## config.mk

```make
export PLATFORM = sky130hd
export DESIGN_NAME = lbp_stream
export DESIGN_NICKNAME = d
export VERILOG_FILES = /design/src/rtl/lbp_stream.sv
export SDC_FILE = /design/constraint.sdc
export NUM_CORES = 2
export LEC_CHECK = 0
export CORE_UTILIZATION = 35
export DETAILED_ROUTE_END_ITERATION = 10
export HOLD_SLACK_MARGIN = 0.08
export PLACE_DENSITY = 0.53
export SETUP_SLACK_MARGIN = 0.4
export SLEW_MARGIN = 10
export SYNTH_ARGS = -nofsm -noshare
export SYNTH_HDL_FRONTEND = slang
export SYNTH_SLANG_ARGS = --single-unit
```

## constraint.sdc

```tcl
create_clock -name clk -period 7.2 [get_ports clk]
set_input_delay 0.72 -clock clk [delete_from_list [all_inputs] [get_ports clk]]
set_output_delay 0.72 -clock clk [all_outputs]
set_load 0.03 [all_outputs]
```

## src/rtl/lbp_stream.sv

```systemverilog
// Streaming 3x3 Local Binary Pattern engine.
// Reads a gray image once in raster order and writes one LBP code per pixel
// position in raster order. Border positions get code 0, or no write at all.
module lbp_stream #(
  parameter int IMG_W       = 128,
  parameter int IMG_H       = 128,
  parameter int PIX_W       = 8,
  parameter int ADDR_W      = 14,
  parameter int BORDER_ZERO = 1
) (
  input  logic              clk,
  input  logic              reset,
  input  logic              gray_ready,
  output logic              gray_req,
  output logic [ADDR_W-1:0] gray_addr,
  input  logic [PIX_W-1:0]  gray_data,
  input  logic              mode,
  input  logic [PIX_W-1:0]  thr,
  output logic              lbp_valid,
  output logic [ADDR_W-1:0] lbp_addr,
  output logic [7:0]        lbp_data,
  output logic              finish
);

  localparam int unsigned N  = IMG_W * IMG_H;
  localparam int unsigned CW = $clog2(IMG_W);
  localparam int unsigned RW = $clog2(IMG_H);

  typedef enum logic [1:0] {IDLE, READ, FLUSH, DONE} state_t;

  state_t             state;
  logic               req_d;      // gray_data carries a pixel this cycle
  logic               mode_q;
  logic [PIX_W-1:0]   thr_q;

  // position of the pixel arriving on gray_data
  logic [RW-1:0]      in_r;
  logic [CW-1:0]      in_c;
  // position/address of the next output slot
  logic [RW-1:0]      out_r;
  logic [CW-1:0]      out_c;
  logic [ADDR_W-1:0]  out_addr;

  // lb0 holds the previous row, lb1 the row before it, indexed by column
  logic [PIX_W-1:0]   lb0 [IMG_W];
  logic [PIX_W-1:0]   lb1 [IMG_W];

  // w1_* is the column one left of the incoming one, w0_* two left
  logic [PIX_W-1:0]   w0_t, w0_m, w0_b;
  logic [PIX_W-1:0]   w1_t, w1_m, w1_b;

  logic [PIX_W-1:0]   col_t, col_m;
  logic [PIX_W:0]     limit;
  logic [7:0]         code;
  logic               in_slot;
  logic               slot;
  logic               interior;
  logic               last_slot;

  function automatic logic ge(input logic [PIX_W-1:0] n, input logic [PIX_W:0] lim);
    return {1'b0, n} >= lim;
  endfunction

  // Window assembly and slot bookkeeping. The output center is always one row
  // up and one column left of the incoming pixel; whenever that center is
  // interior the incoming column is >= 2, so the two window columns held in
  // registers belong to the same image row and no row-wrap mixing can occur.
  always_comb begin
    col_t = lb1[in_c];
    col_m = lb0[in_c];
    limit = {1'b0, w1_m} + (mode_q ? {1'b0, thr_q} : '0);
    code  = {ge(gray_data, limit), ge(w1_b, limit), ge(w0_b, limit),
             ge(col_m, limit),     ge(w0_m, limit),
             ge(col_t, limit),     ge(w1_t, limit), ge(w0_t, limit)};
    in_slot   = req_d && (in_r != '0) && !((in_r == RW'(1)) && (in_c == '0));
    slot      = req_d ? in_slot : (state == FLUSH);
    interior  = (out_r != '0) && (out_r != RW'(IMG_H - 1)) &&
                (out_c != '0) && (out_c != CW'(IMG_W - 1));
    last_slot = (out_r == RW'(IMG_H - 1)) && (out_c == CW'(IMG_W - 1));
  end

  // Control FSM, request generator, counters and registered outputs.
  always_ff @(posedge clk or posedge reset) begin
    if (reset) begin
      state     <= IDLE;
      gray_req  <= 1'b0;
      gray_addr <= '0;
      lbp_valid <= 1'b0;
      lbp_addr  <= '0;
      lbp_data  <= '0;
      finish    <= 1'b0;
      req_d     <= 1'b0;
      mode_q    <= 1'b0;
      thr_q     <= '0;
      in_r      <= '0;
      in_c      <= '0;
      out_r     <= '0;
      out_c     <= '0;
      out_addr  <= '0;
    end else begin
      lbp_valid <= 1'b0;
      req_d     <= gray_req;

      if (req_d) begin
        if (in_c == CW'(IMG_W - 1)) begin
          in_c <= '0;
          in_r <= (in_r == RW'(IMG_H - 1)) ? '0 : in_r + RW'(1);
        end else begin
          in_c <= in_c + CW'(1);
        end
      end

      if (slot) begin
        if (interior) begin
          lbp_valid <= 1'b1;
          lbp_addr  <= out_addr;
          lbp_data  <= code;
        end else if (BORDER_ZERO != 0) begin
          lbp_valid <= 1'b1;
          lbp_addr  <= out_addr;
          lbp_data  <= '0;
        end
        out_addr <= out_addr + ADDR_W'(1);
        if (out_c == CW'(IMG_W - 1)) begin
          out_c <= '0;
          out_r <= (out_r == RW'(IMG_H - 1)) ? '0 : out_r + RW'(1);
        end else begin
          out_c <= out_c + CW'(1);
        end
      end

      case (state)
        IDLE: begin
          if (gray_ready) begin
            state     <= READ;
            gray_req  <= 1'b1;
            gray_addr <= '0;
            mode_q    <= mode;
            thr_q     <= thr;
            in_r      <= '0;
            in_c      <= '0;
            out_r     <= '0;
            out_c     <= '0;
            out_addr  <= '0;
          end
        end
        READ: begin
          if (gray_addr == ADDR_W'(N - 1)) begin
            gray_req <= 1'b0;
            state    <= FLUSH;
          end else begin
            gray_addr <= gray_addr + ADDR_W'(1);
          end
        end
        FLUSH: begin
          if (slot && last_slot) state <= DONE;
        end
        DONE: begin
          finish <= 1'b1;
        end
        default: state <= IDLE;
      endcase
    end
  end

  // Line buffers and window columns; contents are don't-care until filled.
  always_ff @(posedge clk) begin
    if (req_d) begin
      lb1[in_c] <= lb0[in_c];
      lb0[in_c] <= gray_data;
      w0_t <= w1_t;
      w0_m <= w1_m;
      w0_b <= w1_b;
      w1_t <= col_t;
      w1_m <= col_m;
      w1_b <= gray_data;
    end
  end

endmodule

```

# [Yosys cells after proc, flatten, opt, wreduce, memory -nomap -nowiden]
# Memory sizes are Yosys's and may differ from the RTL's.
# Index checks and enable logic that the tools add are counted.
[totals] output_inout_bits=39 reg_bits=141 n_memories=2 ram_bits=2048
[classes] n_eq_ne=15 reduce_logical=20 order_cmp=8 n_addsub=7 muxes=37
[mem_list] name="lb0" words=128 width=8 rd=1 rd_ports_with_merged_regs=0 write_ports=1 line="45" source="logic [PIX_W-1:0] lb0 [IMG_W];"
[mem_list] name="lb1" words=128 width=8 rd=1 rd_ports_with_merged_regs=0 write_ports=1 line="46" source="logic [PIX_W-1:0] lb1 [IMG_W];"
[ops] operator="$mux W7" n=18
[ops] operator="$ge A8 B9 Y1" n=8
[ops] operator="$mux W14" n=5
[ops] operator="$add A14 B1 Y14 const B" n=2
[ops] operator="$add A7 B1 Y7 const B" n=4
[ops] operator="$eq A7 B7 Y1 const B" n=4
[ops] operator="$pmux W14 S2" n=1
[ops] operator="$reduce_bool A7 Y1" n=3
[ops] operator="$mux W8" n=2
[ops] operator="$eq A14 B14 Y1 const B" n=1
[ops] operator="$ne A7 B7 Y1 const B" n=2
[ops] operator="$add A8 B8 Y9" n=1
[ops] operator="$logic_and A1 B1 Y1" n=8
[ops] operator="$eq A7 B1 Y1 const B" n=1
[ops] operator="$logic_not A7 Y1" n=1
[ops] operator="$mux W1" n=6
[ops] operator="$mux W2" n=3
[ops] operator="$ne A2 B2 Y1 const B" n=3
[ops] operator="$pmux W2 S3" n=1
[ops] operator="$reduce_and A3 Y1" n=2
[ops] operator="$eq A2 B2 Y1 const B" n=2
[ops] operator="$reduce_and A4 Y1" n=1
[ops] operator="$reduce_bool A3 Y1" n=1
[ops] operator="$eq A2 B1 Y1 const B" n=1
[ops] operator="other kinds (6)" n=6

# [Logic depth before layout (Yosys ltp)]
[logic_depth] word_depth=8 mapped_depth=23 ltp_nobuf=17

# [Least setup slack after synthesis]
# OpenSTA, ideal clock, no wires.
[synth_timing] kind="register -> register" start="register in_c[0]" end="register lbp_data[4]" t_arrival_ns=7.232 stages_incl_launch_ff=22 setup_time_ns=0.120 slack_ns=-0.151 n_path_buf=4 path_cell_list="dfrtp_1 buf_6 buf_8 nand2b_1 nor2_2 buf_2 buf_2 a22oi_1 nand4_1 nor2_1 o31ai_1 a21oi_1 o211ai_1 ha_1 a21oi_1 o21ai_0 a21oi_1 nor2b_1 o21ai_0 nand2b_1 maj3_2 a31o_1"
[synth_rtl] item="start: declaration" line="38" source="logic [CW-1:0] in_c;"
[synth_rtl] item="start signal: assignment" line="109" source="in_c <= in_c + CW'(1);"
[synth_rtl] item="$mem_v2 Z128 W8"
[synth_rtl] item="named net col_m[2]" line="52" source="logic [PIX_W-1:0] col_t, col_m;"
[synth_rtl] item="$ge A8 B9 Y1" line="61" source="return {1'b0, n} >= lim;"
[synth_rtl] item="$mux W8" line="114" source="if (interior) begin"
[synth_rtl] item="end signal: assignment" line="117" source="lbp_data <= code;"
[synth_rtl] item="end: declaration" line="21" source="output logic [7:0] lbp_data,"
# The timed path passes the listed nets, and every way through them passes these cells.
# A chain may end at the register's enable or synchronous reset.

# [Worst setup path in the final report]
[layout_timing] start="register in_c[2]" end="memory lb1[86][1], data pin"
[layout_via] elab_chain_len=1
[layout_lines] item="$mem_v2 Z128 W8"
[layout_lines] item="named net col_m[1]" line="52"
[layout_lines] item="end: declaration" line="46"
# The timed path passes the listed nets, and every way through them passes these cells.

==> flow_metrics.py <==
metrics = {
    "route": {
        "drt-wirelength-per-cell_um": 35.8,
        "ant_nets": 0,
        "drt-vias-per-instance": 5.97,
        "wl_mm": 307,
        "drt_iter0_drc": 7776,
        "firstDrtPassIters": 8,
        "vias": 51304,
        "drc": 0,
    },
    "logic_synthesis": {
        "synth-main-ff-cell": "edfxtp_1",
        "ys_top_cells_by_area": "edfxtp_1 74%, mux4_2 3.2%, dfrtp_1 2.7%",
        "synth_cells": 4901,
        "synth_cell_types": 87,
        "syn_avg_cell_area_um2": 17.4,
        "yosysTopAreaCellShare": 0.738,
        "ys_async_sr_fraction": 0.0425,
        "seq_area_frac_synth": 0.766,
        "synth_top_cell_by_area": "edfxtp_1",
        "syn-num-nets": 5003,
        "yosys_warnings": 0,
        "synth_edf_count": 2096,
        "syn-cell-area_mm2": 0.0852,
        "ys_ff_latch": 2189,
    },
    "timing": {
        "skew_ns": 0.0725,
        "hold_viol_final": 0,
        "grt_setup_unrepaired": "no",
        "setup_viol": 0,
        "slew_viol_final": 0,
        "timing.final.crit_share": 0.876,
        "fmax_mhz": 159,
        "fin_crit_ns": 6.31,
        "tightest_slew_ns": 1.34,
        "slew_headroom": 0.104,
        "finalSetupTns_ns": 0,
    },
    "global_routing": {
        "grt_overflow": 0,
        "grt_pass1_wl_mm": 418,
        "grt_max_degree": 130,
        "groute.usage.overall": 0.248,
        "grt_antenna_before_repair": 21,
        "grt_pass1_vias": 48500,
    },
    "floorplan": {
        "initial_core_util": 0.353,
        "io_pins": 59,
        "dieArea_mm2": 0.246,
        "die_w_um": 496,
        "rows": 180,
        "die_h_um": 496,
        "core_mm2": 0.241,
    },
    "critical_path": {
        "path_cells": "and3_4, buf_4, buf_4, a22o_1, a221oi_1, a31oi_1, nor3_1, o21ai_0, a31oi_1, o211ai_1, buf_4, buf_4",
        "critPathKind": "reg -> reg",
        "slowest_delay_ns": 0.98,
        "cp_slowest_cell": "and3_4",
        "crit_family": "buffers and inverters",
        "worst-path-buf-inv": 4,
        "crit_path_end_kind": "flip-flop",
        "cp.required_ns": 7.75,
        "critPathMostFrequentCell": "buf_4",
        "cp_max_fo": 80,
        "arrival_ns": 6.86,
        "cp-start-kind": "flip-flop",
    },
    "placement": {
        "gp_congestion": 1.02,
        "dp_hpwl_mm": 191,
        "portBuffers": 58,
        "place_inst": 8165,
    },
    "power_and_ir_drop": {
        "ir_drop_mv": 0.209,
        "powerDensity_mw_per_mm2": 262,
        "p_leak_nw": 32.6,
    },
    "clocking": {
        "clock_latency_ns": 0.92,
        "cts_hold_buf": 0,
        "cts_tree": "built",
        "post_cts_resized": 0,
        "cts_setup_buffers": 0,
        "numClockSinks": 2189,
        "clk_pin_slew_ns": 0.06,
        "clockBufferDepth": 3,
        "htreeDepth": 4,
        "cts_made_buffers": 224,
        "root_buffer": "clkbuf_16",
    },
    "cells_and_area": {
        "drive_gt1_frac": 0.180,
        "syn_to_final_growth_pct": 15.3,
        "fin_nets": 5309,
        "final_cell_mix": "2096 x edfxtp_1, 305 x nor2_1, 302 x buf_4",
        "finalNonFillerCells": 8590,
        "mostFrequentLayoutCell": "edfxtp_1",
    },
    "status": {
        "status": "completed",
    },
    "run": {
        "cap_violations": 0,
    },
    "min_path": {
        "min-delay-path-class": "in -> reg",
    },
}
## path summary, 6_finish.rpt
kind	start	end	slack [ns]	cells past startpoint
max reg2reg	in_c[2]	lb1[86][1]	0.89	12
min reg2reg	w1_b[1]	w0_b[1]	0.45	0
min in group asynchronous	reset	gray_addr[10]	0.31	2
max	in_c[2]	lb1[86][1]	0.89	12
max in group asynchronous	reset	in_c[3]	5.63	3
min	gray_data[1]	lb0[61][1]	0.17	1
## report_power, final
group / switching, mW / internal, mW
clock: 5.12 / 6.63
sequential: 0 / 13.8
combinational: 0.141 / 0.0156
## routing by layer
layer / up-vias / global-route usage / share of wire / wire (um)
met4: 22 / 0.112 / 0.051 / 15600
met3: 635 / 0.0712 / 0.12 / 35700
met1: 26866 / 0.339 / 0.40 / 122000
met2: 3292 / 0.364 / 0.44 / 134000
li1: 20489 / - / - / -
met5: - / 0.00483 / 0.00098 / 301
## logic make-up after synthesis
kind of cell	count (synthesis)	share of synthesized area
AOI/OAI and AO/OA	1076	0.0895
and+or+nand+nor	785	0.0399
DFF	2189	0.766
muxes	392	0.0659
adders and majority gates	87	0.0127
xor gates and xnor gates	50	0.00514
buffers and inverters	322	0.0212
## through the flow
stage               hold slack (ns)  worst slack, ns  area [um^2]  utilization  power, mW
floorplan                     0.426           0.0459        85400            -       14.1
global placement              0.431             1.22        90900        0.377       14.3
detailed placement            0.441             1.20        90900        0.377       14.3
CTS                           0.144             1.16        98300        0.407       25.8
global route                  0.145            0.949        98300        0.407       26.3
finish                        0.169            0.894        98300        0.407       25.7
## Yosys cell counts, drive strengths merged (11+ instances only)
library cell  instances
nand2               252
a211oi               18
and2                 16
nand3                30
a221o                16
o221ai               46
and3                 15
nand2b               13
a41oi                11
xor2                 30
mux4                122
edfxtp             2096
a221oi              167
nor2b                15
mux2                122
nor4                 19
inv                  32
o211ai               22
nor2                345
dfrtp                93
o22ai               173
a21o                 17
a21oi               180
ha                   81
a22oi               177
a31oi                43
nor3                 33
a22o                 43
mux2i               148
clkbuf               86
o22a                 17
buf                 203
xnor2                20
o21ai                98
nand4                21
## area by class of cell
cell class	instances	area, um^2
clock buffer	268	5840
sequential	2189	65300
tap	3185	3990
fill	21745	143000
inverter	33	130
multi-input combinational	2390	18400
clock inverter	149	1530
timing repair buffer	369	3100
antenna	7	17.5
## registers in the layout (all words and copies together) (netlist names), 14 cells and up
name	flops
lb0	1024
lb1	1024
gray_addr	14
lbp_addr	14
out_addr	14
(Power assumes the default switching activity.)
